**src/rtl/arith_pkg.sv**
```systemverilog
// Shared helpers for the segmented arithmetic datapath: segment count and
// the add/subtract mode encoding.
package arith_pkg;

    localparam logic MODE_ADD = 1'b0;
    localparam logic MODE_SUB = 1'b1;

    function automatic int nseg(input int width, input int seg);
        return width / seg;
    endfunction

endpackage

```
**src/rtl/seg_add.sv**
```systemverilog
// Combinational SEG-bit full adder; one of these sits in each pipeline stage.
module seg_add #(
    parameter int SEG = 25
) (
    input  logic [SEG-1:0] a,
    input  logic [SEG-1:0] b,
    input  logic           ci,
    output logic [SEG-1:0] s,
    output logic           co
);

    logic [SEG:0] total;

    assign total = {1'b0, a} + {1'b0, b} + {{SEG{1'b0}}, ci};
    assign s     = total[SEG-1:0];
    assign co    = total[SEG];

endmodule

```
**src/rtl/pipelined_adder.sv**
```systemverilog
// Segmented pipelined adder/subtractor: one SEG-bit ripple per stage, carry
// registered between stages, global stall via a single advance signal.
module pipelined_adder
    import arith_pkg::*;
#(
    parameter int WIDTH = 100,
    parameter int SEG   = 25
) (
    input  logic             clk,
    input  logic             rst,
    input  logic             in_valid,
    output logic             in_ready,
    input  logic [WIDTH-1:0] a,
    input  logic [WIDTH-1:0] b,
    input  logic             cin,
    input  logic             sub,
    output logic             out_valid,
    input  logic             out_ready,
    output logic [WIDTH-1:0] sum,
    output logic             cout,
    output logic             ovf
);

    localparam int NSEG = nseg(WIDTH, SEG);

    generate
        if (WIDTH % SEG != 0) begin : g_bad_seg
            $error("pipelined_adder: WIDTH must be an exact multiple of SEG");
        end
    endgenerate

    logic             adv;
    logic [WIDTH-1:0] a_reg     [NSEG];
    logic [WIDTH-1:0] b_reg     [NSEG];
    logic [WIDTH-1:0] sum_reg   [NSEG];
    logic             carry_reg [NSEG];
    logic             valid_reg [NSEG];
    logic             ovf_reg;

    logic [WIDTH-1:0] a_in   [NSEG];
    logic [WIDTH-1:0] b_in   [NSEG];
    logic [WIDTH-1:0] sum_in [NSEG];
    logic             c_in   [NSEG];
    logic             v_in   [NSEG];
    logic [SEG-1:0]   s_seg  [NSEG];
    logic             co_seg [NSEG];

    // Whole pipeline moves together; it only freezes when a result is waiting.
    assign adv      = !valid_reg[NSEG-1] || out_ready;
    assign in_ready = adv;

    generate
        for (genvar gi = 0; gi < NSEG; gi++) begin : g_stage
            logic [WIDTH-1:0] sum_next;

            if (gi == 0) begin : g_head
                assign a_in[gi]   = a;
                assign b_in[gi]   = (sub == MODE_SUB) ? ~b : b;
                assign c_in[gi]   = (sub == MODE_SUB) ? 1'b1 : cin;
                assign v_in[gi]   = in_valid && adv;
                assign sum_in[gi] = '0;
            end else begin : g_body
                assign a_in[gi]   = a_reg[gi-1];
                assign b_in[gi]   = b_reg[gi-1];
                assign c_in[gi]   = carry_reg[gi-1];
                assign v_in[gi]   = valid_reg[gi-1];
                assign sum_in[gi] = sum_reg[gi-1];
            end

            seg_add #(.SEG(SEG)) u_seg (
                .a  (a_in[gi][gi*SEG +: SEG]),
                .b  (b_in[gi][gi*SEG +: SEG]),
                .ci (c_in[gi]),
                .s  (s_seg[gi]),
                .co (co_seg[gi])
            );

            always_comb begin
                sum_next                 = sum_in[gi];
                sum_next[gi*SEG +: SEG]  = s_seg[gi];
            end

            always_ff @(posedge clk) begin
                if (rst) begin
                    a_reg[gi]     <= '0;
                    b_reg[gi]     <= '0;
                    sum_reg[gi]   <= '0;
                    carry_reg[gi] <= 1'b0;
                    valid_reg[gi] <= 1'b0;
                end else if (adv) begin
                    a_reg[gi]     <= a_in[gi];
                    b_reg[gi]     <= b_in[gi];
                    sum_reg[gi]   <= sum_next;
                    carry_reg[gi] <= co_seg[gi];
                    valid_reg[gi] <= v_in[gi];
                end
            end
        end
    endgenerate

    // Signed overflow uses the operand MSBs that travelled with the top segment.
    always_ff @(posedge clk) begin
        if (rst) begin
            ovf_reg <= 1'b0;
        end else if (adv) begin
            ovf_reg <= (a_in[NSEG-1][WIDTH-1] == b_in[NSEG-1][WIDTH-1]) &&
                       (s_seg[NSEG-1][SEG-1] != a_in[NSEG-1][WIDTH-1]);
        end
    end

    assign out_valid = valid_reg[NSEG-1];
    assign sum       = sum_reg[NSEG-1];
    assign cout      = carry_reg[NSEG-1];
    assign ovf       = ovf_reg;

endmodule
```
**config.mk**
```make
export PLATFORM = sky130hd
export DESIGN_NAME = pipelined_adder
export DESIGN_NICKNAME = d
export VERILOG_FILES = /design/src/rtl/arith_pkg.sv /design/src/rtl/seg_add.sv /design/src/rtl/pipelined_adder.sv
export SDC_FILE = /design/constraint.sdc
export NUM_CORES = 1
export LEC_CHECK = 0
export CAP_MARGIN = 0
export CORE_AREA = 3 3 383 234
export DETAILED_ROUTE_END_ITERATION = 12
export DIE_AREA = 0 0 386 237
export PLACE_DENSITY_LB_ADDON = 0.12
export SYNTH_ARGS = -nofsm -noshare
export SYNTH_HDL_FRONTEND = slang
export SYNTH_HIERARCHICAL = 1
export SYNTH_SLANG_ARGS = --single-unit
```
**constraint.sdc**
```tcl
create_clock -name clk -period 18.85 [get_ports clk]
set_input_delay 2.8275 -clock clk [delete_from_list [all_inputs] [get_ports clk]]
set_output_delay 2.8275 -clock clk [all_outputs]
set_load 0.01 [all_outputs]
```
==> metrics.csv <==
metric,value,unit
yosysSeqAreaShare,55.7,%
grt.overflow.total,0,
cts.reportedPaths.clkPinSlew,0.06,ns
crit_path_end_kind,output port,
p_leak,13.6,nW
avgSynthCellArea,14.2,um^2
dr.pass1.iters,5,
cts-root-buf,clkbuf_16,
synth.yosys.warnings,6,
async_flop_share,0,%
drtIter0Drc,1184,
die_x,386,um
synthXorXnorAreaFrac,4.92,%
numPortBuffers,309,
netlist_area,30100,um^2
drc_errors,0,
crit_arrival,4.60,ns
coreArea,86700,um^2
slew_headroom,18.8,%
post_cts_buffers,0,
largest_reg_flops,250,
period_minus_slack,7.43,ns
grt_max_degree,194,
rows,84,
ctsResizeCount,0,
clock_path_buffers,3,
gp_congestion,0.837,
holdWs,0.557,ns
start_util,34.7,%
maxCapViolations,0,
rsz0062_at_grt,false,
grt_pass1_vias,17600,
fin_nets,2678,
antenna_left,0,
yosys.area_share.simple,23.9,%
post-route-period-util,39.4,%
cts_tree,yes,
max_freq,0.135,GHz
setup_violations,0,
worstPathRequired,16.02,ns
slew_violations,0,
yosysUniqueCellTypes,70,
tightest_slew,1.22,ns
finalHoldViolations,0,
grt_util_all_layers,14.2,%
synth_most_common_cell,edfxtp_1,
dr_total_vias,17400,
synthFlopType,edfxtp_1,
synth-compound-area-share,6.63,%
die_h,237,um
die_area,91500,um^2
syn2layout_area_growth,18.8,%
fin_skew,0.0131,ns
status,finished clean,
drive_gt1_share,23.1,%
io_pins,310,
yosys-top-cells-area,"edfxtp_1 (56%), nor3b_2 (14%), ha_1 (4.0%)",
post_synth_fa_ha_maj_area_fraction,4.52,%
yosys.area.top_type,edfxtp_1,
htree_levels,2,
p_per_area,86.9,nW/um^2
vias_per_cell,4.88,
ys_top_cells_by_count,"edfxtp_1 (558), nor3b_2 (330), nor3b_1 (154)",
yosysTopAreaCellShare,55.7,%
synthCells,2125,
critPathLaunchType,input port,
synth_edf_count,558,
syn_nets,2435,
synth.area.mux_share,0.200,%
grt_pass1_wl,103000,um
wire_per_inst,18.6,um
clock_latency,0.62,ns
critPathKind,input port to output port,
fin_setup_tns,0,ns
cts-buffers-inserted,58,
drt-total-wl,66400,um
yosys_register_bits,559,
clock_sinks,559,
holdBufCountCts,0,
hold_class,flop to flop,
antenna_found_initial,2,
cp_max_fo,52,
dpl.hpwl,43900,um
synth_top_family_by_area,simple AND/OR/NAND/NOR gates,
ir_drop,0.0634,mV
-- placed cells by master (no fill, tap or decap), types with 51 or more instances in the layout --
| cell type | n |
|---|---|
| edfxtp_1 | 558 |
| nor3b_2 | 330 |
| clkdlybuf4s50_1 | 307 |
| nor3b_1 | 154 |
| xnor2_1 | 119 |
| ha_1 | 96 |
| a21oi_1 | 84 |
| nor3_2 | 73 |
| nor2_1 | 71 |
| nand2_1 | 60 |
| clkbuf_16 | 59 |
| inv_1 | 51 |
| o21ai_0 | 51 |
-- worst max-delay path, stage by stage --
cell	delay, ns
clkdlybuf4s50_1	0.46
nor2b_4	0.12
buf_4	0.56
inv_2	0.10
clkdlybuf4s50_1	0.52
-- routing by layer --
metal | part of all wire (%) | up-vias | track usage [%]
li1 | - | 8477 | -
met1 | 51 | 8569 | 21.9
met2 | 43 | 316 | 20.4
met3 | 4.1 | 83 | 2.54
met4 | 2.1 | 0 | 3.37
met5 | 0 | - | 0
-- path summary, 6_finish.rpt --
kind / start / slack (ns) / to / cells past startpoint
setup / recovery: out_ready / 11.42 / in_ready / 5
hold / removal: sum_reg[1][54] / 0.56 / sum_reg[1][154] / 1
setup reg to reg: valid_reg[1][1] / 14.77 / sum_reg[1][58] / 6
hold reg to reg: sum_reg[1][54] / 0.56 / sum_reg[1][154] / 1
-- power by group --
part	total [mW]	switching (mW)	internal [mW]
registers	1.50	0.0257	1.47
logic	0.424	0.211	0.213
clock network	1.19	0.507	0.682
-- stage by stage --
stage	cell area [um^2]	util (%)	setup slack, ns	power, mW	std cells
after floorplan	30100	-	1.27	1.81	2125
after global placement	33800	39.0	11.39	1.95	3469
after detailed placement	33800	39.0	11.39	1.95	3469
after CTS	35800	41.2	11.38	3.17	3577
after global routing	35800	41.2	11.31	3.25	3578
final	35800	41.2	11.42	3.11	3578
-- layout make-up --
cell class | count | area, um^2
Fill cell | 7997 | 50900
Sequential cell | 559 | 16800
Multi-Input combinational cell | 1366 | 12100
Timing Repair Buffer | 331 | 3290
Clock buffer | 62 | 1490
Tap cell | 1161 | 1450
Clock inverter | 46 | 460
Inverter | 52 | 195
Antenna cell | 1 | 2.50
-- kinds of logic after synthesis --
logic type / count (synthesis)
simple gates: 800
flops: 559
compound gates: 287
buf+inv: 200
xor+xnor: 169
fa+ha+maj: 104
mux: 6
Note: power is estimated with default switching activity, not from simulation.
